[config.mk]
export PLATFORM = sky130hd
export DESIGN_NAME = demux4_reg
export DESIGN_NICKNAME = d
export VERILOG_FILES = /design/src/rtl/demux4_reg.sv
export SDC_FILE = /design/constraint.sdc
export NUM_CORES = 1
export LEC_CHECK = 0
export CAP_MARGIN = 30
export CORE_ASPECT_RATIO = 2
export CORE_MARGIN = 3
export CORE_UTILIZATION = 50
export DETAILED_ROUTE_END_ITERATION = 8
export MAX_ROUTING_LAYER = met4
export PLACE_DENSITY = 0.84
export SLEW_MARGIN = 0
export SYNTH_ARGS = -nofsm -noshare
export SYNTH_HDL_FRONTEND = slang
export SYNTH_SLANG_ARGS = --single-unit
[constraint.sdc]
create_clock -name clock -period 2.3 [get_ports clock]
set_clock_uncertainty 0.15 [all_clocks]
set_input_delay 0.46 -clock clock [delete_from_list [all_inputs] [get_ports clock]]
set_output_delay 0.46 -clock clock [all_outputs]
set_load 0.03 [all_outputs]
[src/rtl/demux4_reg.sv]
// Registered 1-to-4 demultiplexer. Each lane is a one-entry output register
// with its own valid/ready handshake and a delivery counter.
module demux4_reg #(
    parameter int bits     = 3,
    parameter int cnt_bits = 8
) (
    input  logic                clock,
    input  logic                reset,
    input  logic [bits-1:0]     in_data,
    input  logic                in_valid,
    input  logic [1:0]          select,
    output logic                in_ready,
    output logic [bits-1:0]     A,
    output logic [bits-1:0]     B,
    output logic [bits-1:0]     C,
    output logic [bits-1:0]     D,
    output logic                valid_A,
    output logic                valid_B,
    output logic                valid_C,
    output logic                valid_D,
    input  logic                ready_A,
    input  logic                ready_B,
    input  logic                ready_C,
    input  logic                ready_D,
    output logic [cnt_bits-1:0] count_A,
    output logic [cnt_bits-1:0] count_B,
    output logic [cnt_bits-1:0] count_C,
    output logic [cnt_bits-1:0] count_D
);

    logic [bits-1:0]     data_q [4];
    logic [cnt_bits-1:0] cnt_q  [4];
    logic [3:0]          valid_q;
    logic [3:0]          ready_v;
    logic                load;

    assign ready_v = {ready_D, ready_C, ready_B, ready_A};

    // Handshake: a word moves whenever valid and ready are both high at a
    // rising edge. in_ready looks only at the selected lane, never in_valid,
    // so a full lane that is draining this cycle can still be reloaded.
    assign in_ready = ~valid_q[select] | ready_v[select];
    assign load     = in_valid & in_ready;

    always_ff @(posedge clock or posedge reset) begin
        if (reset) begin
            valid_q <= '0;
            for (int i = 0; i < 4; i++) begin
                data_q[i] <= '0;
                cnt_q[i]  <= '0;
            end
        end else begin
            for (int i = 0; i < 4; i++) begin
                if (valid_q[i] && ready_v[i]) begin
                    cnt_q[i]   <= cnt_q[i] + cnt_bits'(1);
                    valid_q[i] <= 1'b0;
                end
                // A load in the same cycle overrides the drain's valid clear.
                if (load && (select == i[1:0])) begin
                    data_q[i]  <= in_data;
                    valid_q[i] <= 1'b1;
                end
            end
        end
    end

    assign A       = data_q[0];
    assign B       = data_q[1];
    assign C       = data_q[2];
    assign D       = data_q[3];
    assign valid_A = valid_q[0];
    assign valid_B = valid_q[1];
    assign valid_C = valid_q[2];
    assign valid_D = valid_q[3];
    assign count_A = cnt_q[0];
    assign count_B = cnt_q[1];
    assign count_C = cnt_q[2];
    assign count_D = cnt_q[3];

endmodule
==> flow_summary.toml <==
[synthesis]
synth_compound_area_share_pct = 0.248
synth.mux.area_fraction_pct = 10.2
synth_top_family_by_area = "simple AND/OR/NAND/NOR gates"
syn_inst = 158
ys_dominant_reg_cell = "dfrtp_1"
syn_area_um2 = 2020
synth_cell_types = 19
yosysWarningCount = 0
netlist_top_cells_count = "dfrtp_1, nand2_1, xnor2_1"
synth-adder-area-share_pct = 2.48
syn_avg_cell_area_um2 = 12.8
synth_top_cell_by_area = "dfrtp_1"
synth_top_area_share_pct = 59.5
yosysSeqAreaShare_pct = 59.5
yosys.area_share.simple_pct = 15.2
synth_edf_count = 0
syn-num-nets = 174
synth_most_common_cell = "dfrtp_1"
async_flop_share_pct = 100
synth_area_leaders = "dfrtp_1, mux2_2, xnor2_1"
synth_xor_area_share_pct = 12.1
ys_ff_latch = 48

[placed_design]
dp_hpwl_mm = 3.19
place_area_um2 = 2780
numPortBuffers = 60
gp_congestion = 0.762

[sta]
tightest_slew_ns = 0.444
drv_slew = 0
fin_crit_sh_pct = 93.6
slew_headroom_pct = 70.4
fmax_mhz = 464
hold_violations = 0
finalSetupViolations = 0
rsz0062_at_grt = "false"
fin_crit_ns = 2.15
finalSetupTns_ns = 0
whs_ns = 0.323

[critical_path]
timing.rr.start = "valid_q[1]$_DFFE_PP0P_"
critPathLaunchType = "primary input"
cp_data_required_time_ns = 1.69
cp.arrival_ns = 1.54
worst-path-max-fanout = 4
crit_start = "ready_C"
reg2reg_depth = 3
r2r_slack_ns = 0.84
endpoint = "in_ready"
path_class = "in2out"
reg2reg_to = "B[1]$_DFFE_PP0P_"
crit_path_end_kind = "output pin"

[clock_network]
clock-root-buffer = "clkbuf_8"
ctsHtreeMaxLevel = 2
path_clk_slew_ns = 0.09
cts_tree = "built"
ctsResizeCount = 15
cts_buffers = 5
clk_latency_ns = 0.29
clock-sinks = 48
postCtsSetupBuffers = 0
cts_buffer_depth = 2
hold_buffers = 0

[global_routing]
antenna_found_initial = 0
grt_first_pass_wirelength_mm = 7.15
grt_pass1_vias = 1601
grt_max_degree = 29
track_usage_pct = 20.2
grt-ovfl-total = 0

[floorplanning]
die_w_um = 50.9
row_count = 32
core_area_um2 = 3880
initial_utilization_pct = 52.0
ioPinCount = 61
die_h_um = 95.9
dieArea_um2 = 4880

[routing]
drtIter0Drc = 11
ant_nets = 0
vias_per_cell = 5.07
totalWireLength_mm = 4.15
drc = 0
dr.pass1.iters = 4
routed-via-count = 1459
wire_per_inst_um = 14.4

[cells_and_area]
fin_area_um2 = 2900
antenna_cells = 0
drive_gt1_share_pct = 18.1
final_nets = 252
syn2layout_area_growth_pct = 43.8

[worst_hold_path]
worstHoldStart = "count_A[7]$_DFFE_PP0P_"
hp-class = "reg2reg"
hold_path_depth = 1

[flow_run]
drv_cap = 0

[power_and_ir_drop]
ir_drop_uv = 1150
power_density_nw_per_um2 = 1030
leakage_nw = 1.31
power_mw = 3.00

[run_status]
outcome = "finished clean"
sequential cells by signal (all words and copies together) (netlist names):
name and cells:
A 3, B 3, C 3, D 3, count_A 8, count_B 8
count_C 8, count_D 8, valid_q 4
cell families (layout without fill, tap and decap cells):
kind of cell	Yosys count	count (layout)
AOI/OAI and AO/OA	1	1
xor gates and xnor gates	28	28
adders and majority gates	4	4
buffers and inverters	1	80
DFF	48	48
muxes	17	17
and+or+nand+nor	59	59
cells in the final DEF, fill, tap and decap left out, drive strengths merged, types with 2 or more instances in the layout:
cell type      Yosys  layout
buf                0      12
nor3               4       4
clkdlybuf4s50      0      54
and4               4       4
xnor2             20      20
xor2               8       8
nor2               4       4
ha                 4       4
dfrtp             48      48
nand2             25      25
nand2b             4       4
nand3              5       5
and3               5       5
clkbuf             0       6
nor2b              2       2
dlygate4sd2        0       4
nand4              4       4
mux2              16      16
cell type report:
type / count / area, µm²
sequential: 48 / 1200
tap: 51 / 63.8
clock buffer: 6 / 72.6
multi-input combinational: 109 / 833
inverter: 1 / 3.75
clock inverter: 2 / 35.0
timing repair buffer: 71 / 694
fill: 276 / 980
metrics by stage:
stage	setup WS (ns)	instances	util, %
after floorplan	0.374	158	-
after global placement	-0.531	280	71.6
after detailed placement	-0.555	280	71.6
after CTS	0.0168	288	74.7
after global routing	0.104	288	74.8
final	0.147	288	74.8
worst max-delay path, cell delays in order:
cell,delay (ns)
dlygate4sd2_1,0.27
nand2b_1,0.17
mux4_2,0.49
buf_6,0.16
worst min path at each step:
stage / to / slack, ns
finish: count_A[7]$_DFFE_PP0P_ / 0.32
floorplan: valid_q[1]$_DFFE_PP0P_ / 0.42
global route: count_C[7]$_DFFE_PP0P_ / 0.34
CTS: count_A[7]$_DFFE_PP0P_ / 0.33
detailed placement: count_A[7]$_DFFE_PP0P_ / 0.32
global placement: count_D[7]$_DFFE_PP0P_ / 0.31
routing by layer:
layer | GRT usage (%) | part of all wire [%]
met1 | 19.9 | 36
met2 | 36.6 | 56
met3 | 4.65 | 4.3
met4 | 9.44 | 3.2
met5 | - | 0
report_power, final:
part | total (mW) | internal [mW] | switching [mW]
clock network | 0.584 | 0.323 | 0.262
registers | 1.25 | 1.04 | 0.210
logic | 1.17 | 0.540 | 0.626
(Power assumes the default switching activity.)
